[src/rtl/alu_control_sequencer_pkg.sv]
// Shared types for the ALU control sequencer: FSM state encoding,
// opcode constants, opcode classes and the opcode -> ALU OP table.
package alu_control_sequencer_pkg;

    typedef enum logic [2:0] {
        S_IDLE = 3'd0,
        S_T0   = 3'd1,
        S_T1   = 3'd2,
        S_T2   = 3'd3,
        S_T3   = 3'd4,
        S_T4   = 3'd5,
        S_T5   = 3'd6,
        S_T6   = 3'd7
    } state_e;

    typedef enum logic [1:0] {
        CLS_ALU     = 2'd0,
        CLS_MULDIV  = 2'd1,
        CLS_ILLEGAL = 2'd2
    } opclass_e;

    localparam logic [4:0] OPC_ADD = 5'd3;
    localparam logic [4:0] OPC_SUB = 5'd4;
    localparam logic [4:0] OPC_AND = 5'd5;
    localparam logic [4:0] OPC_OR  = 5'd6;
    localparam logic [4:0] OPC_SHR = 5'd7;
    localparam logic [4:0] OPC_SHL = 5'd9;
    localparam logic [4:0] OPC_ROR = 5'd10;
    localparam logic [4:0] OPC_ROL = 5'd11;
    localparam logic [4:0] OPC_MUL = 5'd15;
    localparam logic [4:0] OPC_DIV = 5'd16;
    localparam logic [4:0] OPC_NEG = 5'd17;
    localparam logic [4:0] OPC_NOT = 5'd18;

    localparam logic [4:0] ALU_NOP = 5'b00000;
    localparam logic [4:0] ALU_ADD = 5'b00100;
    localparam logic [4:0] ALU_SUB = 5'b00101;
    localparam logic [4:0] ALU_AND = 5'b00110;
    localparam logic [4:0] ALU_OR  = 5'b00111;
    localparam logic [4:0] ALU_SHR = 5'b01000;
    localparam logic [4:0] ALU_SHL = 5'b01010;
    localparam logic [4:0] ALU_ROR = 5'b01011;
    localparam logic [4:0] ALU_ROL = 5'b01100;
    localparam logic [4:0] ALU_MUL = 5'b10000;
    localparam logic [4:0] ALU_DIV = 5'b10001;
    localparam logic [4:0] ALU_NEG = 5'b10010;
    localparam logic [4:0] ALU_NOT = 5'b10011;

    // Unsupported opcodes map to ALU_NOP; they never reach T4 anyway.
    function automatic logic [4:0] alu_op_of(input logic [4:0] opc);
        logic [4:0] op;
        op = ALU_NOP;
        case (opc)
            OPC_ADD: op = ALU_ADD;
            OPC_SUB: op = ALU_SUB;
            OPC_AND: op = ALU_AND;
            OPC_OR:  op = ALU_OR;
            OPC_SHR: op = ALU_SHR;
            OPC_SHL: op = ALU_SHL;
            OPC_ROR: op = ALU_ROR;
            OPC_ROL: op = ALU_ROL;
            OPC_MUL: op = ALU_MUL;
            OPC_DIV: op = ALU_DIV;
            OPC_NEG: op = ALU_NEG;
            OPC_NOT: op = ALU_NOT;
            default: op = ALU_NOP;
        endcase
        return op;
    endfunction

    function automatic opclass_e class_of(input logic [4:0] opc);
        opclass_e c;
        c = CLS_ILLEGAL;
        case (opc)
            OPC_ADD, OPC_SUB, OPC_AND, OPC_OR,
            OPC_SHR, OPC_SHL, OPC_ROR, OPC_ROL,
            OPC_NEG, OPC_NOT: c = CLS_ALU;
            OPC_MUL, OPC_DIV: c = CLS_MULDIV;
            default:          c = CLS_ILLEGAL;
        endcase
        return c;
    endfunction

    function automatic logic [15:0] onehot16(input logic [3:0] idx);
        return 16'h0001 << idx;
    endfunction

endpackage

[src/rtl/alu_control_sequencer_instr_field_decoder.sv]
// Instruction field decoder: turns ra/rb/rc into one-hot register
// selects, looks up the ALU OP and classifies the opcode.
// Ports: ir_hi_i (IR[31:15]) in; ra/rb/rc one-hot, op_o, cls_o out.
module instr_field_decoder
    import alu_control_sequencer_pkg::*;
(
    input  logic [31:15] ir_hi_i,
    output logic [15:0]  ra_oh_o,
    output logic [15:0]  rb_oh_o,
    output logic [15:0]  rc_oh_o,
    output logic [4:0]   op_o,
    output logic [1:0]   cls_o
);

    logic [4:0] opc;

    assign opc     = ir_hi_i[31:27];
    assign ra_oh_o = onehot16(ir_hi_i[26:23]);
    assign rb_oh_o = onehot16(ir_hi_i[22:19]);
    assign rc_oh_o = onehot16(ir_hi_i[18:15]);
    assign op_o    = alu_op_of(opc);
    assign cls_o   = class_of(opc);

endmodule

[src/rtl/alu_control_sequencer.sv]
// Moore control sequencer: fetch (T0-T2) then execute (T3-T6) of
// register ALU and MUL/DIV instructions; outputs are datapath strobes,
// one-hot Rin/Rout, the ALU OP, plus Done / IllegalOp pulses.
module alu_control_sequencer
    import alu_control_sequencer_pkg::*;
(
    input  logic        Clock,
    input  logic        Clear,
    input  logic        Run,
    input  logic        MemReady,
    input  logic [31:0] IR,
    output logic [15:0] Rin,
    output logic [15:0] Rout,
    output logic        PCout,
    output logic        PCin,
    output logic        IncPC,
    output logic        MARin,
    output logic        Read,
    output logic        MDRin,
    output logic        MDRout,
    output logic        IRin,
    output logic        Yin,
    output logic        ZLowin,
    output logic        ZHighin,
    output logic        ZLowout,
    output logic        ZHighout,
    output logic        HIin,
    output logic        LOin,
    output logic [4:0]  OP,
    output logic        Done,
    output logic        IllegalOp
);

    state_e      state_q;
    state_e      state_d;
    logic [15:0] ra_oh;
    logic [15:0] rb_oh;
    logic [15:0] rc_oh;
    logic [4:0]  alu_op;
    logic [1:0]  cls;
    logic        is_md;
    logic        is_ill;
    logic        unused_ir_lo;

    // Low IR bits carry immediates for other instruction formats.
    assign unused_ir_lo = ^IR[14:0];

    instr_field_decoder u_dec (
        .ir_hi_i (IR[31:15]),
        .ra_oh_o (ra_oh),
        .rb_oh_o (rb_oh),
        .rc_oh_o (rc_oh),
        .op_o    (alu_op),
        .cls_o   (cls)
    );

    assign is_md  = (cls == CLS_MULDIV);
    assign is_ill = (cls == CLS_ILLEGAL);

    always_ff @(posedge Clock or posedge Clear) begin
        if (Clear) begin
            state_q <= S_IDLE;
        end else begin
            state_q <= state_d;
        end
    end

    always_comb begin
        state_d   = state_q;
        Rin       = 16'h0000;
        Rout      = 16'h0000;
        PCout     = 1'b0;
        PCin      = 1'b0;
        IncPC     = 1'b0;
        MARin     = 1'b0;
        Read      = 1'b0;
        MDRin     = 1'b0;
        MDRout    = 1'b0;
        IRin      = 1'b0;
        Yin       = 1'b0;
        ZLowin    = 1'b0;
        ZHighin   = 1'b0;
        ZLowout   = 1'b0;
        ZHighout  = 1'b0;
        HIin      = 1'b0;
        LOin      = 1'b0;
        OP        = ALU_NOP;
        Done      = 1'b0;
        IllegalOp = 1'b0;

        unique case (state_q)
            S_IDLE: begin
                if (Run) begin
                    state_d = S_T0;
                end
            end
            S_T0: begin
                PCout   = 1'b1;
                MARin   = 1'b1;
                IncPC   = 1'b1;
                state_d = S_T1;
            end
            S_T1: begin
                // Hold the read until memory answers; PCin only
                // on the completing cycle so the PC loads once.
                Read  = 1'b1;
                MDRin = 1'b1;
                if (MemReady) begin
                    PCin    = 1'b1;
                    state_d = S_T2;
                end
            end
            S_T2: begin
                MDRout  = 1'b1;
                IRin    = 1'b1;
                state_d = S_T3;
            end
            S_T3: begin
                if (is_ill) begin
                    IllegalOp = 1'b1;
                    state_d   = Run ? S_T0 : S_IDLE;
                end else begin
                    Rout    = rb_oh;
                    Yin     = 1'b1;
                    state_d = S_T4;
                end
            end
            S_T4: begin
                Rout    = rc_oh;
                OP      = alu_op;
                ZLowin  = 1'b1;
                ZHighin = is_md;
                state_d = S_T5;
            end
            S_T5: begin
                ZLowout = 1'b1;
                if (is_md) begin
                    LOin    = 1'b1;
                    state_d = S_T6;
                end else begin
                    Rin     = ra_oh;
                    Done    = 1'b1;
                    state_d = Run ? S_T0 : S_IDLE;
                end
            end
            S_T6: begin
                ZHighout = 1'b1;
                HIin     = 1'b1;
                Done     = 1'b1;
                state_d  = Run ? S_T0 : S_IDLE;
            end
            default: begin
                state_d = S_IDLE;
            end
        endcase
    end

endmodule

[config.mk]
export PLATFORM = sky130hd
export DESIGN_NAME = alu_control_sequencer
export DESIGN_NICKNAME = d
export VERILOG_FILES = /design/src/rtl/alu_control_sequencer_pkg.sv /design/src/rtl/alu_control_sequencer_instr_field_decoder.sv /design/src/rtl/alu_control_sequencer.sv
export SDC_FILE = /design/constraint.sdc
export NUM_CORES = 1
export LEC_CHECK = 0
export CAP_MARGIN = 25
export CORE_MARGIN = 1
export CORE_UTILIZATION = 27
export CTS_BUF_LIST = sky130_fd_sc_hd__clkbuf_8
export DETAILED_ROUTE_END_ITERATION = 12
export HOLD_SLACK_MARGIN = 0.15
export PLACE_DENSITY = 0.67
export RECOVER_POWER = 100
export SLEW_MARGIN = 10
export SYNTH_ARGS = -nofsm -noshare
export SYNTH_HDL_FRONTEND = slang
export SYNTH_SLANG_ARGS = --single-unit
[constraint.sdc]
create_clock -name Clock -period 2.1 [get_ports Clock]
set_input_delay 0.315 -clock Clock [delete_from_list [all_inputs] [get_ports Clock]]
set_output_delay 0.315 -clock Clock [all_outputs]
set_load 0.1 [all_outputs]
==> reports/qor.txt, run 1 <==
outcome - complete, but fails checks
failing checks - negative setup slack
Worst-path clk slew - 0.03 ns
H-tree depth - 1
Final Critical Period - 2.156 ns
Startpoint Class - register
GP Congestion - 0.8982
Routed wire per std cell - 17.97 um
Clock Tree Buf Depth - 2
DIE AREA - 4342 um^2
Initial DRC Count - 102
Min Hold Slack - 0.4113 ns
YS warnings - 0
Slowest-stage cell, CP - or3_4
WS Path Type - register to primary output
wirelength, routed - 5.713 mm
pin count of the biggest net entering global routing - 15
average size of a mapped cell - 7.112 um^2
Worst Tran Pin Value - 0.4649 ns
syn_nets - 196
Crit path depth - 5
Async SR Flop Fraction - 100.0%
CP Capture Type - primary output
Yosys top cell area share - 8.173%
largest register by flop count - state_q
Clock Skew - 0.001252 ns
setup ws final - -0.05599 ns
vias in the first global route - 1764
first-pass GRT wire length - 8.749 mm
most frequent cells in the layout - buf_12, buf_4, nor2_4
EDFF count, synth - 0
Cells after Synth - 155
Yosys cell types - 49
FF-to-FF path depth - 6
Arr. time, crit path - 1.84 ns
# port buffers - 74
TritonCTS Buffers - 3
post-synthesis sequential area ratio - 6.810%
CTS tree - yes
Top Registers - state_q (3)
CP peak stage delay - 0.47 ns
final instance area - 3445 um^2
Synth Flop Type - dfrtp_1
Layout area overhead - 212.5%
Final setup violation count - 15
most common cell after layout, fill and taps aside - buf_12
reg-to-reg slack, setup - 0.64 ns
WP data required - 1.78 ns
chip height - 65.90 um
fraction of the mapped netlist area in simple logic gates - 52.78%
layout cells sized above 1 - 69.63%
clk sink count - 3
# nets final - 312
Worst Hold Class - input pin to async pin
placed cell area - 3258 um^2
Final Cycle Share - 102.7%
1st-pass router iterations - 4
total vias in the final route - 1677
LEAKAGE - 0.001277 uW
CP delay by family, top - simple AND/OR/NAND/NOR gates
Top Ports - 90
number of remaining DRC errors - 0
max reg flops - 3
synthesized-area fraction occupied by adder cells - 5.675%
MaxCap Viol Count - 0
Max Clock Freq - 0.4638 GHz
Core Area - 3799 um^2
crit path max fanout - 4
Mapped Area - 1102 um^2
WP buf/inv - 2
Antenna Cells - 0
PwrDens - 641.9 nW/um^2
Slew Viols, Final - 0
dominant cells by area after synthesis - nor2_1, o22ai_1, dfrtp_1, nand2b_1, ha_1
GR Util All Layers - 26.55%
Die Wd - 65.90 um
Initial Utilization - 29.02%
Fillers - 152
unrepaired setup endpoints after global routing - true
synthesized flop and latch total - 3
grt ovf - 0
Synth Area in Compound Gates - 19.75%
final core occ - 90.68%
Routed Antenna Nets - 0
area leader, netlist - nor2_1
HPWL after DPL - 4.409 mm
mux contribution to synthesized area - 2.951%
initial antenna violation count - 0
ordered cell list for the critical path - buf_6 -> nand3b_1 -> or3_4 -> o22ai_4 -> buf_12
Slew HR - 69.01%
largest family of logic cells by synthesized area - simple AND/OR/NAND/NOR gates
drt via density - 5.274
Root Buffer - clkbuf_8
worst vdd ir - 0.4153 mV
Synth Area in XOR/XNOR - 1.589%
Final Hold Fails - 0
Worst-Skew Late Latency - 0.22 ns
row count - 22
per-layer routing:
layer,routed length [um],global-route usage [%],vias up
li1,-,-,791
met1,2265,32.33,817
met2,3111,48.47,59
met3,240,2.414,10
met4,95,7.880,0
met5,0,0,-
Yosys cell counts (3+ instances only):
library cell	instances
nand3b_1	3
ha_1	5
nand2_1	11
nor4_1	3
buf_4	6
o22ai_1	14
nor3_1	6
nor2_1	24
nor3_2	3
nand2b_1	12
or2_2	3
dfrtp_1	3
inv_1	7
o32ai_1	3
nor2b_1	3
nand3_1	5
report_power, final:
| part | switching [uW] | internal [uW] | total (uW) |
|---|---|---|---|
| combinational | 1220 | 711 | 1930 |
| sequential | 29.6 | 85.8 | 115 |
| clock | 42.8 | 125 | 168 |
| total | 1290 | 922 | 2210 |
what timing repair did:
action | CTS | global route
pin swaps | 18 | 9
endpoints found under the setup margin | 43 | 31
setup buffers | 9 | 3
resized for setup | 40 | 6
hold buffers | 0 | 0
worst paths after layout:
path                                 start         end
worst max-delay path            state_q[0]     Rout[3]
worst min-delay path                 Clear  state_q[1]
worst max register to register  state_q[0]  state_q[0]
worst min register to register  state_q[1]  state_q[0]
max in group asynchronous            Clear  state_q[1]
min in group Clock              state_q[1]  state_q[0]
cells by family after synthesis:
group                    count (synthesis)
AND/OR/NAND/NOR                         93
adder cells (fa/ha/maj)                  5
XOR/XNOR                                 2
flip-flops                               3
multiplexers                             2
AO/OA/AOI/OAI                           30
buffers and inverters                   20
per-stage QoR:
stage	setup slack, ns	setup TNS [ns]	std cells	total power [uW]
detailed placement	-0.6393	-22.07	304	1952
global placement	-0.5785	-19.27	304	1912
CTS	-0.07008	-0.08353	315	2174
global route	-0.1171	-1.865	318	2282
finish	-0.05599	-0.3376	318	2211
floorplan	-0.7107	-13.64	155	1353
cell type report:
cell class              instances  area (um^2)  share of cell area [%]
clock inverters                 1        3.754                  0.1090
inverters                       8        58.81                   1.707
flip-flops and latches          3        76.32                   2.216
multi-input cells             132         1495                   43.41
clock buffers                   3        41.29                   1.199
well taps                      48        60.06                   1.744
repair buffers                123         1709                   49.62
No activity file was read; power rests on OpenSTA's default activity.
==> inputs of run 2 (changes only) <==
--- a/config.mk
+++ b/config.mk
@@ -11,6 +11,7 @@
 export CTS_BUF_LIST = sky130_fd_sc_hd__clkbuf_8
 export DETAILED_ROUTE_END_ITERATION = 12
 export HOLD_SLACK_MARGIN = 0.15
+export MAX_ROUTING_LAYER = met4
 export PLACE_DENSITY = 0.67
 export RECOVER_POWER = 100
 export SLEW_MARGIN = 10
==> run 2 against run 1 <==
The run still ends with negative setup slack left; critical path depth is the same; sequential share of layout area is the same; register-to-register slack is essentially flat; flip-flop and latch count is the same; first-iteration DRC count shrank 19%.
==> reports/qor.txt, run 2 (synthesized netlist as in run 1, its figures left out) <==
outcome - complete, but fails checks
failing checks - negative setup slack
Top Registers - state_q (3)
Final Cycle Share - 102.8%
Worst-Skew Late Latency - 0.22 ns
CTS tree - yes
Startpoint Class - register
Global Route met3 Usage - 2.069%
Routed wire per std cell - 17.98 um
Initial Utilization - 29.02%
clock power share - 7.6%
Final Hold Fails - 0
Initial DRC Count - 83
net switching power of the design - 1290 uW
grt ovf - 0
Critical path destination - Rout[3]
met2 Resource Use GR - 48.47%
RR Startpoint - state_q[0]
Arr. time, crit path - 1.84 ns
GR Util All Layers - 27.26%
layout cells sized above 1 - 69.63%
MaxCap Viol Count - 0
most common cell after layout, fill and taps aside - buf_12
final core occ - 90.68%
FF-to-FF path depth - 6
Slew HR - 69.00%
Final Critical Period - 2.159 ns
1st-pass router iterations - 4
total vias in the final route - 1685
pin count of the biggest net entering global routing - 15
HPWL after DPL - 4.409 mm
# nets final - 312
Top Usage Layer GRT - met2
LEAKAGE - 0.001277 uW
Max Clock Freq - 0.4631 GHz
unrepaired setup endpoints after global routing - true
row count - 22
# placed instances - 304
Slew Viols, Final - 0
crit path max fanout - 4
PwrDens - 642.2 nW/um^2
largest register by flop count - state_q
r2r endpoint - state_q[0]
Core Area - 3799 um^2
WP data required - 1.78 ns
Worst Tran Pin Value - 0.4650 ns
wirelength, routed - 5.718 mm
CP peak stage delay - 0.47 ns
Post-CTS Hold Buffers - 0
Worst Hold Class - input pin to async pin
setup ws final - -0.05921 ns
H-tree depth - 1
Finished Layout Cells - 318
Worst-path clk slew - 0.03 ns
vias in the first global route - 1765
Antenna Cells - 0
Seq pwr share - 5.2%
DIE AREA - 4342 um^2
Layout area overhead - 212.5%
critical path startpoint - state_q[0]
max reg flops - 3
number of remaining DRC errors - 0
Routed Antenna Nets - 0
first-pass GRT wire length - 8.749 mm
reg-to-reg slack, setup - 0.64 ns
drt via density - 5.299
GP Congestion - 0.9135
Logic pwr share - 87.2%
WS Path Type - register to primary output
Top Ports - 90
cell-internal power - 921.8 uW
Clock Tree Buf Depth - 2
Clock Skew - 0.001094 ns
worst vdd ir - 0.4154 mV
CP Capture Type - primary output
GR met1 Demand/Resource - 32.54%
Slowest-stage cell, CP - or3_4
most frequent cells in the layout - buf_12, buf_4, nor2_4
Switching Share - 58.33%
Root Buffer - clkbuf_8
final setup TNS - -0.3786 ns
Final setup violation count - 17
ordered cell list for the critical path - buf_6 -> nand3b_1 -> or3_4 -> o22ai_4 -> buf_12
initial antenna violation count - 0
Die Wd - 65.90 um
TritonCTS Buffers - 3
# port buffers - 74
chip height - 65.90 um
clk sink count - 3
run 2: cell counts in the layout (fill, tap and decap cells not counted):
Identical to the previous run, type by type.
run 2: area by class of cell:
| class | instances | area (um^2) |
|---|---|---|
| well taps | 48 | 60.06 |
| clock inverters | 1 | 3.754 |
| inverters | 8 | 58.81 |
| multi-input cells | 132 | 1495 |
| flip-flops and latches | 3 | 76.32 |
| clock buffers | 3 | 41.29 |
| repair buffers | 123 | 1709 |
| fillers | 152 | 354.1 |
run 2: routing by layer:
metal | vias to the layer above | share of wire [%]
li1 | 792 | -
met5 | - | 0
met4 | 0 | 1.7
met1 | 822 | 40
met2 | 61 | 55
met3 | 10 | 4.0
run 2: repair_timing:
| item | in CTS | in global routing |
|---|---|---|
| resized for setup | 40 | 6 |
| endpoints found under the hold margin | 0 | 0 |
| pin swaps | 18 | 9 |
| setup endpoints to repair | 43 | 31 |
| buffers inserted | 9 | 3 |
run 2: power by group through the flow:
stage / Clock, uW / Combinational (uW) / Sequential, uW
4_1_cts: 169 / 1890 / 113
5_1_grt: 174 / 1990 / 119
3_3_place_gp: 0 / 1800 / 108
6_report: 168 / 1930 / 116
2_1_floorplan: 0 / 1250 / 107
3_5_place_dp: 0 / 1840 / 108
run 2: stage by stage:
step	power, uW	instance area [um^2]	hold WS [ns]	setup WS (ns)
after global placement	1912	3258	0.4913	-0.5785
after floorplan	1353	1698	0.06864	-0.7107
after detailed placement	1952	3258	0.4923	-0.6393
after global routing	2282	3445	0.4236	-0.1171
final	2212	3445	0.4123	-0.05921
after CTS	2174	3418	0.2748	-0.07008
run 2: worst min-delay path by stage:
stage                      from         end  slack, ns
after CTS                 Clear  state_q[1]       0.27
after global placement    Clear  state_q[1]       0.49
after global routing      Clear  state_q[1]       0.42
after detailed placement  Clear  state_q[2]       0.49
after floorplan           Clear  state_q[0]       0.07
final                     Clear  state_q[1]       0.41
run 2: worst max-delay path, delay by kind of cell (launching register included):
kind | cells | cell delay [ns]
and+or+nand+nor | 2 | 0.68
DFF | 1 | 0.40
buffers and inverters | 2 | 0.34
AOI/OAI and AO/OA | 1 | 0.20
==> inputs of run 3 (changes only) <==
--- a/config.mk
+++ b/config.mk
@@ -9,6 +9,7 @@
 export CORE_MARGIN = 1
 export CORE_UTILIZATION = 27
 export CTS_BUF_LIST = sky130_fd_sc_hd__clkbuf_8
+export CTS_CLUSTER_SIZE = 14
 export DETAILED_ROUTE_END_ITERATION = 12
 export HOLD_SLACK_MARGIN = 0.15
 export MAX_ROUTING_LAYER = met4
==> results of run 3 <==
No change in the layout: final DEF, timing and power equal those of run 2.
